==> config.mk <==
export PLATFORM = sky130hd
export DESIGN_NAME = load_sequencer
export DESIGN_NICKNAME = d
export VERILOG_FILES = /design/src/rtl/load_seq_pkg.sv /design/src/rtl/ldseq_fifo.sv /design/src/rtl/load_sequencer.sv
export SDC_FILE = /design/constraint.sdc
export NUM_CORES = 1
export LEC_CHECK = 0
export CORE_MARGIN = 1
export CORE_UTILIZATION = 47
export DETAILED_ROUTE_END_ITERATION = 8
export HOLD_SLACK_MARGIN = 0.12
export PLACE_DENSITY = 0.71
export REMOVE_ABC_BUFFERS = 1
export SKIP_CTS_REPAIR_TIMING = 1
export SYNTH_ARGS = -nofsm -noshare
export SYNTH_HDL_FRONTEND = slang
export SYNTH_SLANG_ARGS = --single-unit
==> constraint.sdc <==
create_clock -name clk -period 4.4 [get_ports clk]
set_input_delay 0.44 -clock clk [delete_from_list [all_inputs] [get_ports clk]]
set_output_delay 0.44 -clock clk [all_outputs]
set_load 0.01 [all_outputs]
==> src/rtl/load_seq_pkg.sv <==
// Shared types for the load sequencer: FSM state encoding and the queued command.
// Hold fields are stored at HOLD_MAX_W bits so one struct serves any HOLD_W <= HOLD_MAX_W.
// No logic; imported by ldseq_fifo and load_sequencer.
package load_seq_pkg;

    // Width of the downstream counter's load value.
    localparam int CNT_W      = 4;
    // Widest supported hold-off count; narrower HOLD_W values are zero-extended.
    localparam int HOLD_MAX_W = 16;

    typedef enum logic [1:0] {
        IDLE = 2'd0,
        LOAD = 2'd1,
        HOLD = 2'd2
    } ldseq_state_t;

    typedef struct packed {
        logic [CNT_W-1:0]      value;
        logic [HOLD_MAX_W-1:0] hold;
    } ldseq_cmd_t;

endpackage

==> src/rtl/ldseq_fifo.sv <==
// Synchronous command FIFO for the load sequencer (DEPTH entries, power of two, >= 2).
// Ports: push/wr_data in, pop/rd_data out (rd_data is the head, valid while !empty),
//        full/empty flags and level; async active-high reset empties it.
// Pointers wrap modulo DEPTH; a separate level count keeps full/empty unambiguous.
module ldseq_fifo
    import load_seq_pkg::*;
#(
    parameter  int DEPTH = 4,
    localparam int AW    = $clog2(DEPTH),
    localparam int LW    = AW + 1
) (
    input  logic          clk,
    input  logic          reset,
    input  logic          push,
    input  ldseq_cmd_t    wr_data,
    input  logic          pop,
    output ldseq_cmd_t    rd_data,
    output logic          full,
    output logic          empty,
    output logic [LW-1:0] level
);

    localparam logic [AW-1:0] PTR_ONE  = AW'(1);
    localparam logic [LW-1:0] LVL_ONE  = LW'(1);
    localparam logic [LW-1:0] LVL_FULL = LW'(DEPTH);

    ldseq_cmd_t    mem [DEPTH];
    logic [AW-1:0] wr_ptr;
    logic [AW-1:0] rd_ptr;
    logic          push_ok;
    logic          pop_ok;

    // Overflow/underflow requests are ignored rather than corrupting state.
    assign push_ok = push && !full;
    assign pop_ok  = pop && !empty;

    always_ff @(posedge clk) begin
        if (push_ok) begin
            mem[wr_ptr] <= wr_data;
        end
    end

    always_ff @(posedge clk or posedge reset) begin
        if (reset) begin
            wr_ptr <= '0;
            rd_ptr <= '0;
            level  <= '0;
        end else begin
            if (push_ok) begin
                wr_ptr <= wr_ptr + PTR_ONE;
            end
            if (pop_ok) begin
                rd_ptr <= rd_ptr + PTR_ONE;
            end
            case ({push_ok, pop_ok})
                2'b10:   level <= level + LVL_ONE;
                2'b01:   level <= level - LVL_ONE;
                default: level <= level;
            endcase
        end
    end

    assign rd_data = mem[rd_ptr];
    assign full    = (level == LVL_FULL);
    assign empty   = (level == '0);

endmodule

==> src/rtl/load_sequencer.sv <==
// Load sequencer: queues {value, hold} commands and replays each as a one-cycle
// registered ld/ldvalue pulse to the 4-bit loadable counter, followed by exactly
// `hold` idle cycles before the next pulse. Command accepted on edge k with the
// block idle gives ld=1 between edges k+1 and k+2 (no bypass).
// Ports: clk, reset (async, active high); cmd_valid/cmd_ready/cmd_value/cmd_hold
// command handshake (cmd_ready = !full); ld/ldvalue to the counter; busy; fifo_level.
// Optional macro LDSEQ_REPEAT_EN adds input repeat_en: when set and the queue is
// empty, the last command is reissued periodically instead of going idle. The port
// is not called `repeat` because that word is a reserved SystemVerilog keyword.
// HOLD_W must not exceed load_seq_pkg::HOLD_MAX_W.
module load_sequencer
    import load_seq_pkg::*;
#(
    parameter  int DEPTH  = 4,
    parameter  int HOLD_W = 8,
    localparam int LW     = $clog2(DEPTH) + 1
) (
    input  logic              clk,
    input  logic              reset,
    input  logic              cmd_valid,
    output logic              cmd_ready,
    input  logic [CNT_W-1:0]  cmd_value,
    input  logic [HOLD_W-1:0] cmd_hold,
`ifdef LDSEQ_REPEAT_EN
    input  logic              repeat_en,
`endif
    output logic              ld,
    output logic [CNT_W-1:0]  ldvalue,
    output logic              busy,
    output logic [LW-1:0]     fifo_level
);

    localparam logic [HOLD_MAX_W-1:0] HOLD_ONE = HOLD_MAX_W'(1);

    ldseq_state_t          state;
    ldseq_state_t          state_nxt;
    logic [HOLD_MAX_W-1:0] hold_lat;   // hold of the most recently issued command
    logic [HOLD_MAX_W-1:0] hold_cnt;
    logic [HOLD_MAX_W-1:0] cnt_nxt;
    logic                  pop;
    logic                  push;
    logic                  fifo_full;
    logic                  fifo_empty;
    logic                  rpt;
    ldseq_cmd_t            wr_cmd;
    ldseq_cmd_t            head;

`ifdef LDSEQ_REPEAT_EN
    assign rpt = repeat_en;
`else
    assign rpt = 1'b0;
`endif

    assign cmd_ready    = !fifo_full;
    assign push         = cmd_valid && cmd_ready;
    assign wr_cmd.value = cmd_value;
    assign wr_cmd.hold  = HOLD_MAX_W'(cmd_hold);

    ldseq_fifo #(
        .DEPTH (DEPTH)
    ) u_fifo (
        .clk     (clk),
        .reset   (reset),
        .push    (push),
        .wr_data (wr_cmd),
        .pop     (pop),
        .rd_data (head),
        .full    (fifo_full),
        .empty   (fifo_empty),
        .level   (fifo_level)
    );

    // Next state. Every entry into LOAD either pops the FIFO head or, when
    // repeating, reuses the latched value/hold (which are simply left alone).
    always_comb begin
        state_nxt = state;
        cnt_nxt   = hold_cnt;
        pop       = 1'b0;
        case (state)
            IDLE: begin
                if (!fifo_empty) begin
                    state_nxt = LOAD;
                    pop       = 1'b1;
                end
            end
            LOAD: begin
                if (hold_lat != '0) begin
                    // Counter runs hold-1 .. 0, giving exactly `hold` ld=0 cycles.
                    state_nxt = HOLD;
                    cnt_nxt   = hold_lat - HOLD_ONE;
                end else if (!fifo_empty) begin
                    state_nxt = LOAD;
                    pop       = 1'b1;
                end else if (rpt) begin
                    state_nxt = LOAD;
                end else begin
                    state_nxt = IDLE;
                end
            end
            HOLD: begin
                if (hold_cnt != '0) begin
                    cnt_nxt = hold_cnt - HOLD_ONE;
                end else if (!fifo_empty) begin
                    state_nxt = LOAD;
                    pop       = 1'b1;
                end else if (rpt) begin
                    state_nxt = LOAD;
                end else begin
                    state_nxt = IDLE;
                end
            end
            default: begin
                state_nxt = IDLE;
                cnt_nxt   = '0;
            end
        endcase
    end

    always_ff @(posedge clk or posedge reset) begin
        if (reset) begin
            state    <= IDLE;
            hold_cnt <= '0;
            hold_lat <= '0;
            ld       <= 1'b0;
            ldvalue  <= '0;
        end else begin
            state    <= state_nxt;
            hold_cnt <= cnt_nxt;
            ld       <= (state_nxt == LOAD);
            if (pop) begin
                ldvalue  <= head.value;
                hold_lat <= head.hold;
            end
        end
    end

    assign busy = !fifo_empty || (state != IDLE);

endmodule
==> results of run 1 <==
[placed cells by master, fill, tap and decap left out, types with 3 or more instances in the layout]
cell,n
a21oi_1,9
mux2i_1,6
inv_6,4
xor2_1,4
o21ai_0,21
dfrtp_1,38
a32o_1,3
nor3_1,9
mux2_4,7
mux2_2,5
nor2b_1,4
mux4_2,12
buf_4,3
and2_1,4
a22o_1,5
inv_1,10
nor2_1,19
nand3_1,8
ha_1,10
and3_1,5
xnor2_1,4
edfxtp_1,48
o31ai_1,3
clkdlybuf4s50_1,24
nand2_1,25
clkbuf_8,9
or3_1,5
[path summary, 6_finish.rpt]
path	endpoint	slack (ns)	depth (start not counted)
min reg2reg	ldvalue[1]	0.52	2
max reg2reg	u_fifo.level[2]	1.17	11
min in group clk	ldvalue[1]	0.52	2
max	u_fifo.level[2]	1.17	11
max in group asynchronous	hold_cnt[3]	3.55	3
min	ld	0.49	3
[layout make-up]
type,count,area (um2),share of cell area [%]
repair buffers,27,263,5.66
clock buffers,9,124,2.67
well taps,105,131,2.83
clock inverters,7,80.1,1.72
inverters,12,50.0,1.08
flip-flops and latches,86,2390,51.5
multi-input cells,202,1610,34.6
[state kept, by name, summed over array words and instances, names as in the netlist]
| name | count |
|---|---|
| hold_cnt | 16 |
| hold_lat | 8 |
| ld | 1 |
| ldvalue | 4 |
| state | 2 |
| u_fifo.level | 3 |
| u_fifo.mem | 48 |
| u_fifo.rd_ptr | 2 |
| u_fifo.wr_ptr | 2 |
[report_power, final]
| part | internal [uW] | total (uW) | switching, uW | leakage (uW) |
|---|---|---|---|---|
| sequential | 1100 | 1320 | 224 | 0.000918 |
| combinational | 714 | 1470 | 755 | 0.000787 |
| clock | 272 | 580 | 308 | 0.000104 |
[metal layers]
layer	GRT usage [%]	wire length [um]	vias to the layer above
met5	0	0	-
met4	4.60	48	0
met3	5.26	391	7
met2	32.7	3870	68
met1	23.9	3380	1265
li1	-	-	1221
[per-stage QoR]
stage	util [%]	cell area, um2	setup WS, ns
4_1_cts	55.7	4650	1.15
6_report	55.7	4650	1.17
5_1_grt	55.7	4650	1.03
3_5_place_dp	53.3	4440	1.18
3_3_place_gp	53.3	4440	1.27
2_1_floorplan	-	4050	1.23
[synthesized netlist by cell type (4+ instances only)]
cell      instances
edfxtp_1         48
ha_1             10
a22o_1            5
mux2_4            7
xor2_1            4
or3_1             5
mux4_2           12
clkbuf_1          5
and2_1            4
nand3_1           8
mux2i_1           6
a21oi_1           9
nor3_1            9
nand2_1          25
inv_1            10
mux2_2            5
nor2b_1           4
xnor2_1           4
and3_1            5
o21ai_0          21
nor2_1           19
dfrtp_1          38
[kinds of logic after synthesis]
| kind of cell | count (synthesis) |
|---|---|
| AO/OA/AOI/OAI | 58 |
| XOR/XNOR | 9 |
| adder cells (fa/ha/maj) | 11 |
| buffers and inverters | 22 |
| flip-flops | 86 |
| multiplexers | 30 |
| AND/OR/NAND/NOR | 94 |
[critical path, stage by stage (launching register included)]
cell	delay, ns
dfrtp_1	0.47
or4_4	0.60
nor3_4	0.25
a31oi_4	0.15
or3_4	0.47
inv_6	0.17
ha_1	0.20
inv_1	0.06
fa_1	0.37
xor2_1	0.15
nor2_1	0.11
xor2_1	0.15
==> reports/results.txt, run 1 <==
status = complete, no violations
Synth Area in Simple Gates = 11.9%
wire length per cell = 17.2 um
Async SR Flop Fraction = 44.2%
share of the synthesized area in the top cell type = 35.1%
DR DRC count = 0
chip width = 95.5 um
Lkg Pwr = 0.00181 uW
CTS Buf Count = 9
first-pass GRT wire length = 13000 um
Cell Count Post-Placement = 432
largest net degree at the start of global routing = 39
cell taking the most area after synthesis = edfxtp_1
Synth area leaders = edfxtp_1 35%, dfrtp_1 23%, mux4_2 6.6%
Die Y = 95.5 um
peak supply drop = 0.000319 V
critical path startpoint = hold_cnt[11]
# nets final = 364
initial antenna violation count = 0
slew margin rel. = 40.5%
Final Hold Viols = 0
filler-free cell count of the finished design = 448
DP HPWL = 5140 um
Placer Congestion = 0.860
number of synthesis warnings = 0
Syn Area/Cell = 13.2 um2
dominant synthesized flop cell = edfxtp_1
Yosys reg bits = 86
crit-path max FO = 14
vias in the first global route = 2652
core footprint = 0.00834 mm2
Layout area overhead = 13.1%
Netlist cell types = 57
# diodes = 0
CP Launch Type = flop
main combinational cell family by area after synthesis = multiplexers
Routed WL = 7680 um
Worst EP arrival = 3.51 ns
FILL cells = 682
total power = 3370 uW
DR vias/cell = 5.72
critical path type = reg2reg
setup violators final = 0
DRT Pass-1 Iters = 4
fin. max-slew vios = 0
Worst setup EP type = flop
# rows = 33
Final period util = 73.4%
clk_lat worst skew = 0.36 ns
skew final = 0.00826 ns
Port-buffer cells = 24
Hold/Removal Path Class = in2async
RSZ-0062 raised after global routing = false
CTS max path bufs = 2
mux cell area share after synthesis = 12.0%
clock slew at reported path FFs = 0.09 ns
Slew @ Worst Pin = 0.892 ns
layout cell share with drive strength beyond 1 = 15.2%
achievable clock frequency = 309 MHz
Post-Synth XOR/XNOR Area = 2.10%
die area = 0.00911 mm2
global route overflow = 0
setup_tns = 0 ns
WHS = 0.492 ns
Post-synth EDFFs = 48
worst r2r src = hold_cnt[11]
Worst Path Required = 4.68 ns
Initial Util = 49.2%
Synth Instances = 310
Root Driver = clkbuf_8
number of max-cap violations = 0
Total GRT Usage = 19.1%
CTS tree = yes
IO Count = 25
Synth Area in Adders = 3.53%
DR iter-0 viols = 187
clk sinks = 86
Netlist Area Pre-Place = 0.00411 mm2
Cell Pwr Density = 725 mW/mm2
DR vias = 2561
Synth Area in Compound Gates = 9.63%
minimum clock period = 3.23 ns
Seq/Total Area, Yosys = 58.3%
H-tree depth = 3
Routed Antenna Nets = 0
Power figures use the tool's default switching activity.
==> run 2: changes to the inputs <==
- clock period: 4.4 -> 3.25 ns (I/O delays scaled with it)
==> run 2 against run 1 <==
Register-to-register slack worse by 1.0 ns. Non-clock buffer count is 4 higher. Routed wire length is 0.79% lower. Critical endpoint unchanged.
==> reports/results.txt, run 2 (synthesis results as in run 1) <==
fin. max-slew vios = 0 (unchanged)
DRT Pass-1 Iters = 4 (unchanged)
CP dominant cell by count = xor2_1
commonest non-fill, non-tap cell in the layout = edfxtp_1
H-tree depth = 3 (unchanged)
clk sinks = 86 (unchanged)
Place WS = 0.181 ns (-0.997 ns)
Worst EP arrival = 3.36 ns (-0.15 ns)
# diodes = 0 (unchanged)
RSZ-0062 raised after global routing = false
wire length per cell = 16.9 um (-1.7%)
CP cell instances = or4_4 -> nor3_4 -> a31oi_4 -> or3_4 -> inv_6 -> ha_1 -> inv_1 -> fa_1 -> xor2_1 -> nor2_1 -> xor2_1
first-pass GRT wire length = 12500 um (-4.3%)
Initial Util = 49.2% (unchanged)
Final WS setup = 0.163 ns (-1.01 ns)
IO Count = 25 (unchanged)
worst r2r src = hold_cnt[11]
status = complete, no violations
total power = 4590 uW (+36%)
FILL cells = 703 (+3.1%)
core footprint = 0.00834 mm2 (unchanged)
FF-to-FF End = u_fifo.level[2]
initial antenna violation count = 0 (unchanged)
Lkg Pwr = 0.00182 uW (+0.54%)
clk_lat worst skew = 0.35 ns (about the same)
Buffers & Inverters on Critical Path = 2 (unchanged)
commonest cells after routing, fill and taps aside = 48 x edfxtp_1, 38 x dfrtp_1, 25 x nand2_1
setup violators final = 0 (unchanged)
vias in the first global route = 2601 (-1.9%)
Final period util = 95.0% (+22 points)
die area = 0.00911 mm2 (unchanged)
crit-path max FO = 8 (-6)
# rows = 33 (unchanged)
slew margin rel. = 40.1% (-0.41 points)
CP Launch Type = flop
DP HPWL = 5270 um (+2.4%)
Final Hold Viols = 0 (unchanged)
global route overflow = 0 (unchanged)
Cell Count Post-Placement = 436 (+0.93%)
CP max-delay cell = or4_4
CTS Buf Count = 9 (unchanged)
DR DRC count = 0 (unchanged)
Slew @ Worst Pin = 0.899 ns (+0.00615 ns)
largest net degree at the start of global routing = 39 (unchanged)
DR vias/cell = 5.78 (+1.1%)
Layout area overhead = 13.7%
CTS tree = yes
number of max-cap violations = 0 (unchanged)
critical path type = reg2reg
Total GRT Usage = 18.4% (-0.71 points)
layout cell share with drive strength beyond 1 = 16.1% (+0.98 points)
Hold/Removal Path Class = in2async
Routed Antenna Nets = 0 (unchanged)
CTS max path bufs = 2 (unchanged)
Worst Path Required = 3.52 ns (-1.16 ns)
filler-free cell count of the finished design = 452 (+0.89%)
max incr delay on CP = 0.60 ns (about the same)
setup slack, reg-to-reg = 0.16 ns (-1.01 ns)
DR vias = 2611 (+2.0%)
chip width = 95.5 um (unchanged)
peak supply drop = 0.000556 V (+74%)
max FFs per register = 48 (unchanged)
Root Driver = clkbuf_8
Cell Pwr Density = 983 mW/mm2 (+36%)
setup_tns = 0 ns (unchanged)
DR iter-0 viols = 156 (-17%)
Worst setup EP type = flop
Routed WL = 7620 um (-0.79%)
Die Y = 95.5 um (unchanged)
FF-to-FF path depth = 11 (unchanged)
Top delay family on crit path = simple AND/OR/NAND/NOR gates
skew final = 0.0100 ns (+0.00179 ns)
achievable clock frequency = 324 MHz (+4.7%)
Largest Register = u_fifo.mem
WHS = 0.387 ns (-0.105 ns)
top flop regs = u_fifo.mem x48, hold_cnt x16, hold_lat x8
Port-buffer cells = 24 (unchanged)
# nets final = 368 (+1.1%)
minimum clock period = 3.09 ns (-0.145 ns)
clock slew at reported path FFs = 0.09 ns (about the same)
Placer Congestion = 0.822 (-4.4%)
-- run 2: cell count changes in the layout (fill, tap and decap cells not counted) --
cell        before  now
inv_8            1    0
clkinvlp_4       0    2
buf_4            3    7
clkbuf_1         0    1
clkinv_1         2    1
inv_6            4    3
-- run 2: per-layer routing --
metal  wire, um  global-route usage, %  part of all wire [%]  vias up
li1           -                      -                     -     1227
met1       3410                   23.4                    45     1322
met2       3890                   31.9                    51       54
met3        256                   3.75                   3.4        8
met4         66                   4.85                  0.87        0
met5          0                      0                     0        -
-- run 2: cell type report --
class | instances | area (um2) | area share, %
Sequential cell | 86 | 2390 | 51.2
Multi-Input combinational cell | 202 | 1610 | 34.4
Timing Repair Buffer | 31 | 293 | 6.27
Tap cell | 105 | 131 | 2.81
Clock buffer | 10 | 128 | 2.73
Clock inverter | 6 | 71.3 | 1.53
Inverter | 12 | 50.0 | 1.07
-- run 2: how the worst max path moves through the flow --
stage / startpoint / end / slack [ns] / cells after the start
6_report: hold_cnt[11] / u_fifo.level[2] / 0.16 / 11
5_1_grt: hold_cnt[11] / u_fifo.level[2] / 0.02 / 11
4_1_cts: hold_cnt[11] / u_fifo.level[2] / 0.14 / 11
3_5_place_dp: hold_cnt[11] / u_fifo.level[2] / 0.18 / 11
3_3_place_gp: hold_cnt[11] / u_fifo.level[2] / 0.28 / 11
2_1_floorplan: state[0] / u_fifo.level[2] / 0.08 / 11
-- run 2: metrics by stage --
stage	util, %	instance area [um2]
after floorplan	-	4050
after global placement	53.6	4470
after detailed placement	53.6	4470
after CTS	56.0	4670
after global routing	56.0	4670
final	56.0	4670
-- run 2: worst register-to-register path, stage by stage (launching register included) --
cell and delay (ns):
dfrtp_1 0.47, or4_4 0.60, nor3_4 0.24, a31oi_4 0.16
or3_4 0.45, inv_6 0.07, ha_1 0.17, inv_1 0.07
fa_1 0.38, xor2_1 0.15, nor2_1 0.11, xor2_1 0.15
-- run 2: report_power, final --
part | internal (uW) | leakage [uW] | switching [uW] | total [uW]
combinational | 1000 | 0.000808 | 1050 | 2050
sequential | 1490 | 0.000918 | 300 | 1790
clock | 362 | 0.0000935 | 395 | 758
total | 2850 | 0.00182 | 1740 | 4590
